--- config.mk ---
export PLATFORM = sky130hd
export DESIGN_NAME = bcd_to_binary
export DESIGN_NICKNAME = d
export VERILOG_FILES = /design/src/rtl/bcd_to_binary_pkg.sv /design/src/rtl/bcd_digit_adjust.sv /design/src/rtl/bcd_to_binary.sv
export SDC_FILE = /design/constraint.sdc
export NUM_CORES = 1
export LEC_CHECK = 0
export BUFFER_PORTS_ARGS = -buffer_cell sky130_fd_sc_hd__buf_2
export CORE_MARGIN = 2
export CORE_UTILIZATION = 30
export DETAILED_ROUTE_END_ITERATION = 16
export PLACE_DENSITY = 0.54
export SLEW_MARGIN = 30
export SYNTH_ARGS = -nofsm -noshare
export SYNTH_HDL_FRONTEND = slang
export SYNTH_SLANG_ARGS = --single-unit
--- constraint.sdc ---
create_clock -name MAX10_CLK1_50 -period 2 [get_ports MAX10_CLK1_50]
set_input_delay 0 -clock MAX10_CLK1_50 [delete_from_list [all_inputs] [get_ports MAX10_CLK1_50]]
set_output_delay 0 -clock MAX10_CLK1_50 [all_outputs]
set_load 0.05 [all_outputs]
--- src/rtl/bcd_to_binary_pkg.sv ---
// Shared definitions for the BCD-to-binary converter.
//   state_t      : converter FSM state encoding
//   BCD_MAX      : largest legal BCD digit value
//   ADJ_THRESH   : digit value at or above which the reverse-dabble correction applies
//   ADJ_VAL      : correction subtracted from a digit after each right shift
//   digit_invalid: flags a 4-bit digit that is not legal BCD
package bcd_to_binary_pkg;

    typedef enum logic [1:0] {
        S_IDLE   = 2'd0,
        S_SHIFT  = 2'd1,
        S_FINISH = 2'd2
    } state_t;

    localparam logic [3:0] BCD_MAX    = 4'd9;
    localparam logic [3:0] ADJ_THRESH = 4'd8;
    localparam logic [3:0] ADJ_VAL    = 4'd3;

    function automatic logic digit_invalid(input logic [3:0] d);
        return d > BCD_MAX;
    endfunction

endpackage

--- src/rtl/bcd_digit_adjust.sv ---
// Single-digit correction step of the reverse double-dabble algorithm.
// After the working register is shifted right, a digit that received the
// shifted-in "ten" (now worth 8) must be reduced by 3 so it reads as 5.
// Ports:
//   i_digit  in   4  digit taken from the shifted working register
//   o_digit  out  4  corrected digit (i_digit >= 8 ? i_digit - 3 : i_digit)
module bcd_digit_adjust
    import bcd_to_binary_pkg::*;
(
    input  logic [3:0] i_digit,
    output logic [3:0] o_digit
);

    always_comb begin
        o_digit = i_digit;
        if (i_digit >= ADJ_THRESH) begin
            o_digit = i_digit - ADJ_VAL;
        end
    end

endmodule

--- src/rtl/bcd_to_binary.sv ---
// Sequential reverse double-dabble converter: packed BCD in, binary out,
// one result bit resolved per clock with a START/BUSY/DONE handshake.
// Ports:
//   MAX10_CLK1_50  in   1             clock, rising edge
//   RESET_N        in   1             asynchronous active-low reset
//   START          in   1             request conversion (sampled only in idle)
//   BCD_IN         in   4*NUM_DIGITS  packed BCD, [3:0] = least-significant digit
//   BIN_OUT        out  BIN_WIDTH     result, held until the next completion
//   BUSY           out  1             conversion in progress (shift or finish)
//   DONE           out  1             one-cycle completion pulse
//   ERR            out  1             last accepted input held a digit > 9
module bcd_to_binary
    import bcd_to_binary_pkg::*;
#(
    parameter int unsigned NUM_DIGITS = 4,
    parameter int unsigned BIN_WIDTH  = 14
) (
    input  logic                      MAX10_CLK1_50,
    input  logic                      RESET_N,
    input  logic                      START,
    input  logic [4*NUM_DIGITS-1:0]   BCD_IN,
    output logic [BIN_WIDTH-1:0]      BIN_OUT,
    output logic                      BUSY,
    output logic                      DONE,
    output logic                      ERR
);

    localparam int unsigned BCD_W  = 4 * NUM_DIGITS;
    localparam int unsigned WORK_W = BCD_W + BIN_WIDTH;
    localparam int unsigned CNT_W  = $clog2(BIN_WIDTH + 1);
    localparam logic [CNT_W-1:0] CNT_LAST = CNT_W'(BIN_WIDTH - 1);

    state_t              r_state;
    logic [WORK_W-1:0]   r_work;
    logic [CNT_W-1:0]    r_count;
    logic [BIN_WIDTH-1:0] r_bin;
    logic                r_err;

    state_t              w_state_next;
    logic [WORK_W-1:0]   w_work_next;
    logic [CNT_W-1:0]    w_count_next;
    logic [BIN_WIDTH-1:0] w_bin_next;
    logic                w_err_next;

    logic [WORK_W-1:0]   w_shifted;
    logic [WORK_W-1:0]   w_adjusted;
    logic                w_bcd_invalid;

    // Working register layout: {BCD field, binary field}. Each shift moves the
    // low BCD bit into the binary field MSB; after BIN_WIDTH shifts the binary
    // field holds the full result.
    assign w_shifted                  = r_work >> 1;
    assign w_adjusted[BIN_WIDTH-1:0]  = w_shifted[BIN_WIDTH-1:0];

    for (genvar g = 0; g < NUM_DIGITS; g++) begin : g_adj
        bcd_digit_adjust u_adj (
            .i_digit (w_shifted[BIN_WIDTH + 4*g +: 4]),
            .o_digit (w_adjusted[BIN_WIDTH + 4*g +: 4])
        );
    end

    always_comb begin
        w_bcd_invalid = 1'b0;
        for (int i = 0; i < int'(NUM_DIGITS); i++) begin
            if (digit_invalid(BCD_IN[4*i +: 4])) begin
                w_bcd_invalid = 1'b1;
            end
        end
    end

    always_comb begin
        w_state_next = r_state;
        w_work_next  = r_work;
        w_count_next = r_count;
        w_bin_next   = r_bin;
        w_err_next   = r_err;
        unique case (r_state)
            S_IDLE: begin
                if (START) begin
                    w_work_next  = {BCD_IN, {BIN_WIDTH{1'b0}}};
                    w_count_next = '0;
                    if (w_bcd_invalid) begin
                        // Skip conversion entirely; report a zero result.
                        w_err_next   = 1'b1;
                        w_bin_next   = '0;
                        w_state_next = S_FINISH;
                    end else begin
                        w_err_next   = 1'b0;
                        w_state_next = S_SHIFT;
                    end
                end
            end
            S_SHIFT: begin
                w_work_next  = w_adjusted;
                w_count_next = r_count + 1'b1;
                if (r_count == CNT_LAST) begin
                    w_bin_next   = w_adjusted[BIN_WIDTH-1:0];
                    w_state_next = S_FINISH;
                end
            end
            S_FINISH: begin
                w_state_next = S_IDLE;
            end
            default: begin
                w_state_next = S_IDLE;
            end
        endcase
    end

    always_ff @(posedge MAX10_CLK1_50 or negedge RESET_N) begin
        if (!RESET_N) begin
            r_state <= S_IDLE;
            r_work  <= '0;
            r_count <= '0;
            r_bin   <= '0;
            r_err   <= 1'b0;
        end else begin
            r_state <= w_state_next;
            r_work  <= w_work_next;
            r_count <= w_count_next;
            r_bin   <= w_bin_next;
            r_err   <= w_err_next;
        end
    end

    assign BIN_OUT = r_bin;
    assign ERR     = r_err;
    assign BUSY    = (r_state != S_IDLE);
    assign DONE    = (r_state == S_FINISH);

endmodule
==> run summary, run 1 <==
Worst Skew: 0.003975 ns
slew margin rel.: 0.6170
H-Tree Depth: 2
Reg2Reg Depth: 3
Chip Width: 93.95 um
worst min path class: in -> reg
fin nets: 302
CTS root buffer: clkbuf_8
chip height: 93.95 um
Post-Route WL: 5703 um
Post-synth EDFFs: 0
number of global-route vias before repair: 1813
outcome: finished clean
Vias per Instance: 4.918
Worst Max-Slew Pin Slew: 0.5685 ns
Row Count: 32
area of the mapped netlist: 2427 um^2
CTS Buf Count: 5
RSZ-0062 raised after global routing: false
Initial Util: 0.3125
DP Wirelength: 4045 um
P&R area growth vs syn: 18.04%
first-pass iteration count of the detailed router: 5
Synth Area per Inst: 10.29 um^2
Avg WL per Cell: 15.09 um
Slew Viols, Final: 0
setup violators final: 0
CP Capture Type: register
Peak Freq: 587.1 MHz
Reg2Reg Setup Slack: 0.30 ns
post-synthesis cell count: 236
# port buffers: 35
DR DRC count: 0
Yosys top cell by area: dfrtp_1
Mapped Nets: 263
Slowest cell on crit path: dfrtp_1
Max VDD drop: 0.5247 mV
Ys Warns: 0
CP Data Required Time: 2.17 ns
WS Path Type: reg -> reg
vias post-DR: 1859
Power Density: 1098 nW/um^2
largest net degree at the start of global routing: 24
worst-path cell chain: or3b_1 > a41oi_4 > o21ai_0
share of the synthesized area in the top cell type: 0.5155
placed cells: 365
number of DRC markers in iteration 0: 92
Total Routing Usage GR: 0.1390
CP arrival: 1.87 ns
Design Power: 3147 uW
post-synthesis cell type count: 36
Setup Fix Bufs, Post-CTS: 0
top post-synthesis cells by area: dfrtp_1 52%, o21ai_0 7.6%, a22o_1 5.4%, ha_1 4.1%, nand3_1 3.5%
TritonCTS clock tree: yes
asr flop ratio synth: 1.000
Synth Register Bits: 50
filler cell count: 807
routability cong.: 0.7633
antenna viol nets, final: 0
crit share post-route: 0.8517
TNS Setup: 0 ns
final antenna diode count: 0
CP max stage delay: 0.49 ns
Clock Path Buffers: 2
final hold slack: 0.004717 ns
Leak Pwr: 0.001391 uW
Synth Flop Type: dfrtp_1
I/O pin total: 36
CP startpoint kind: register
Core ar.: 7767 um^2
Reg clk slew, reported paths: 0.10 ns
Final Hold Vio Count: 0
Clock Latency Late Sink: 0.31 ns
number of max-cap violations: 0
clk sink count: 50
die area: 8827 um^2
hold depth: 3
initial antenna violation count: 0
Tmin final: 1.703 ns
Finished Layout Cells: 378
first-pass GRT wire length: 9528 um
sequential area share after synthesis: 0.5155
layout cells sized above 1: 0.2065
worst-path fanout max: 15
GRT overflow: 0
==> Yosys cell counts (3+ instances only) <==
cell,n
o21ai_0,37
nand3_1,17
xnor2_1,3
buf_6,3
dfrtp_1,50
o31ai_1,3
a22o_1,15
inv_1,10
clkbuf_1,14
xor2_1,4
a21oi_1,6
o22ai_1,8
ha_1,8
mux2i_1,7
o211a_1,3
nor2_1,7
nor2b_1,4
nand2_1,15
==> per-layer routing <==
| layer | vias to the layer above | GRT usage | share of wire |
|---|---|---|---|
| met5 | - | 0 | 0 |
| met1 | 894 | 0.2099 | 0.51 |
| met2 | 47 | 0.1958 | 0.43 |
| met4 | 0 | 0.04710 | 0.017 |
| met3 | 6 | 0.02970 | 0.041 |
| li1 | 912 | - | - |
==> final cells by class <==
cell class / instances / area [um^2] / share of cell area
clock inverter: 2 / 16.27 / 0.005677
timing repair buffer: 51 / 307.8 / 0.1074
clock buffer: 6 / 82.58 / 0.02882
tap: 102 / 127.6 / 0.04454
multi-input combinational: 157 / 1042 / 0.3638
sequential: 50 / 1251 / 0.4367
inverter: 10 / 37.54 / 0.01310
==> cells by family (layout without fill, tap and decap cells) <==
logic type | Yosys count | in the layout | share of synthesized area
compound gates | 82 | 82 | 0.2237
xor+xnor | 7 | 7 | 0.02526
fa+ha+maj | 8 | 8 | 0.04124
buf+inv | 29 | 69 | 0.05619
flops | 50 | 50 | 0.5155
mux | 8 | 8 | 0.03351
simple gates | 52 | 52 | 0.1046
==> path summary, 6_finish.rpt <==
kind                             from          to
hold reg to reg            r_work[27]  r_work[26]
min in group asynchronous     RESET_N   r_work[1]
max in group asynchronous     RESET_N  r_state[1]
setup reg to reg           r_state[0]  BIN_OUT[9]
hold / removal             BCD_IN[14]  r_work[28]
setup / recovery           r_state[0]  BIN_OUT[9]
==> worst max-delay path, delay by kind of cell (launching register included) <==
| family | cells | cell delay [ns] |
|---|---|---|
| compound gates | 2 | 0.61 |
| flops | 1 | 0.49 |
| simple gates | 1 | 0.47 |
==> sequential cells by signal (all words and copies together) (netlist names) <==
signal   count
BIN_OUT     14
r_state      2
ERR          1
r_work      29
r_count      4
==> cell usage in the layout, fill, tap and decap left out, types with 2 or more instances in the layout <==
cell           synthesis  routed
dfrtp_1               50      50
o21ai_0               37      37
buf_2                  1      35
nand3_1               17      17
nand2_1               15      15
a22o_1                15      15
buf_4                  1      11
inv_1                 10      10
o22ai_1                8       8
ha_1                   8       8
nor2_1                 7       7
mux2i_1                7       7
a21oi_1                6       6
clkbuf_8               0       6
dlygate4sd3_1          0       5
xor2_1                 4       4
nor2b_1                4       3
xnor2_1                3       3
o211a_1                3       3
o31ai_1                3       3
o21bai_1               2       2
nand2b_1               2       2
and3_1                 2       2
o21ai_1                2       2
==> stage by stage <==
step | setup WS, ns | cell area (um^2) | utilization
5_1_grt | 0.1690 | 2865 | 0.3689
6_report | 0.2966 | 2865 | 0.3689
3_5_place_dp | 0.2879 | 2716 | 0.3497
2_1_floorplan | 0.4211 | 2427 | -
4_1_cts | 0.2655 | 2865 | 0.3689
3_3_place_gp | 0.3596 | 2716 | 0.3497
==> report_power, final <==
group	total, uW	internal [uW]	switching, uW	leakage, uW
logic	1020	446	576	0.000687
registers	1480	1220	255	0.000656
clock network	649	286	363	0.0000478
==> timing repair <==
item,in CTS,in global routing
resized for setup,0,0
hold buffers,5,0
endpoints found under the hold margin,25,0
(Power assumes the default switching activity.)
==> run 2, diff against run 1 <==
==> constraint.sdc (replaced) <==
create_clock -name MAX10_CLK1_50 -period 2.15 [get_ports MAX10_CLK1_50]
set_input_delay 0 -clock MAX10_CLK1_50 [delete_from_list [all_inputs] [get_ports MAX10_CLK1_50]]
set_output_delay 0 -clock MAX10_CLK1_50 [all_outputs]
set_load 0.05 [all_outputs]
==> run summary, run 2 (synthesis results as in run 1) <==
antenna viol nets, final: 0
slew margin rel.: 0.5989
Peak Freq: 576.9 MHz
RSZ-0062 raised after global routing: false
DR DRC count: 0
fin nets: 306
layout cells sized above 1: 0.1935
Post-Route WL: 5668 um
# port buffers: 35
Clock Path Buffers: 2
TNS Setup: 0 ns
GRT overflow: 0
vias post-DR: 1891
final antenna diode count: 0
routability cong.: 0.7309
number of global-route vias before repair: 1887
largest net degree at the start of global routing: 51
Vias per Instance: 4.963
DP Wirelength: 3895 um
Worst Skew: 0.005571 ns
crit share post-route: 0.8062
first-pass iteration count of the detailed router: 4
Slew Viols, Final: 0
max reg flops: 29
number of max-cap violations: 0
Initial Util: 0.3125
crit path setup slack, layout: 0.4166 ns
number of DRC markers in iteration 0: 93
worst min path class: in -> reg
chip height: 93.95 um
setup violators final: 0
most flop-heavy register: r_work
CTS root buffer: clkbuf_8
Tmin final: 1.733 ns
Clock Latency Late Sink: 0.31 ns
leading cell type in the layout, fill and taps excluded: dfrtp_1
worst-path fanout max: 15
Chip Width: 93.95 um
die area: 8827 um^2
WS Path Type: reg -> reg
Avg WL per Cell: 14.88 um
CP arrival: 1.91 ns
filler cell count: 807
Core ar.: 7767 um^2
FF/Latch Area: 1251 um^2
Post-DP Area: 2714 um^2
Row Count: 32
Design Area, Final: 2908 um^2
pre-CTS setup slack: 0.4194 ns
CP Capture Type: register
# resized after CTS: 0
P&R area growth vs syn: 19.79%
outcome: finished clean
Multi-input gate area: 1042 um^2
Total Routing Usage GR: 0.1390
CP Data Required Time: 2.32 ns
TritonCTS clock tree: yes
first-pass GRT wire length: 9542 um
CP startpoint kind: register
Finished Layout Cells: 381
Final Hold Vio Count: 0
hold-fix buffers at CTS: 11
CTS Buf Count: 5
H-Tree Depth: 2
placed cells: 363
Max VDD drop: 0.3942 mV
Leak Pwr: 0.001399 uW
I/O pin total: 36
initial antenna violation count: 0
Reg clk slew, reported paths: 0.09 ns
most frequent cells in the layout: 50 x dfrtp_1, 37 x o21ai_0, 35 x buf_2
clk sink count: 50
Setup Fix Bufs, Post-CTS: 0
Worst Max-Slew Pin Slew: 0.6016 ns
Power Density: 994.5 nW/um^2
## run 2: cell types whose count changed in the layout (fill, tap and decap cells not counted), sizes merged
| cell | delta |
|---|---|
| dlygate4sd3 | +6 |
| buf | -2 |
| inv | -1 |
| clkinvlp | +1 |
| clkbuf | -1 |
## run 2: area by class of cell
class / instances / share of cell area
clock buffers: 5 / 0.02367
clock inverters: 2 / 0.005164
inverters: 10 / 0.01291
multi-input cells: 157 / 0.3584
flip-flops and latches: 50 / 0.4303
well taps: 102 / 0.04389
repair buffers: 55 / 0.1256
## run 2: final timing paths
kind | start | endpoint | slack [ns] | cells past startpoint
setup / recovery | r_state[0] | BIN_OUT[10] | 0.42 | 3
hold / removal | BCD_IN[14] | r_work[28] | 0.01 | 3
max in group asynchronous | RESET_N | r_work[26] | 1.71 | 3
min in group asynchronous | RESET_N | BIN_OUT[0] | 0.20 | 3
hold reg to reg | r_work[28] | r_work[27] | 0.49 | 2
setup reg to reg | r_state[0] | BIN_OUT[10] | 0.42 | 3
## run 2: metrics by stage
stage	power (uW)	hold slack [ns]	util
detailed placement	2349	0.01454	0.3494
global placement	2337	0.01484	0.3494
finish	2892	0.01298	0.3744
floorplan	2081	-0.2956	-
CTS	2916	0.01034	0.3744
global route	3104	0.01896	0.3744
## run 2: layer usage
metal / track usage / routed length [um] / share of wire
met5: 0 / 0 / 0
met4: 0.04348 / 59 / 0.010
met3: 0.02729 / 151 / 0.027
met2: 0.2095 / 2550 / 0.45
met1: 0.2008 / 2907 / 0.51
## run 2: critical path: stages, from the launching register on
cell	delay (ns)
dfrtp_1	0.49
or3b_1	0.48
a41oi_4	0.45
o21ai_0	0.18
## run 2: power breakdown
group / leakage, uW / switching, uW / internal, uW / total, uW
sequential: 0.000656 / 242 / 1140 / 1380
combinational: 0.000706 / 541 / 424 / 965
clock: 0.0000362 / 326 / 223 / 549
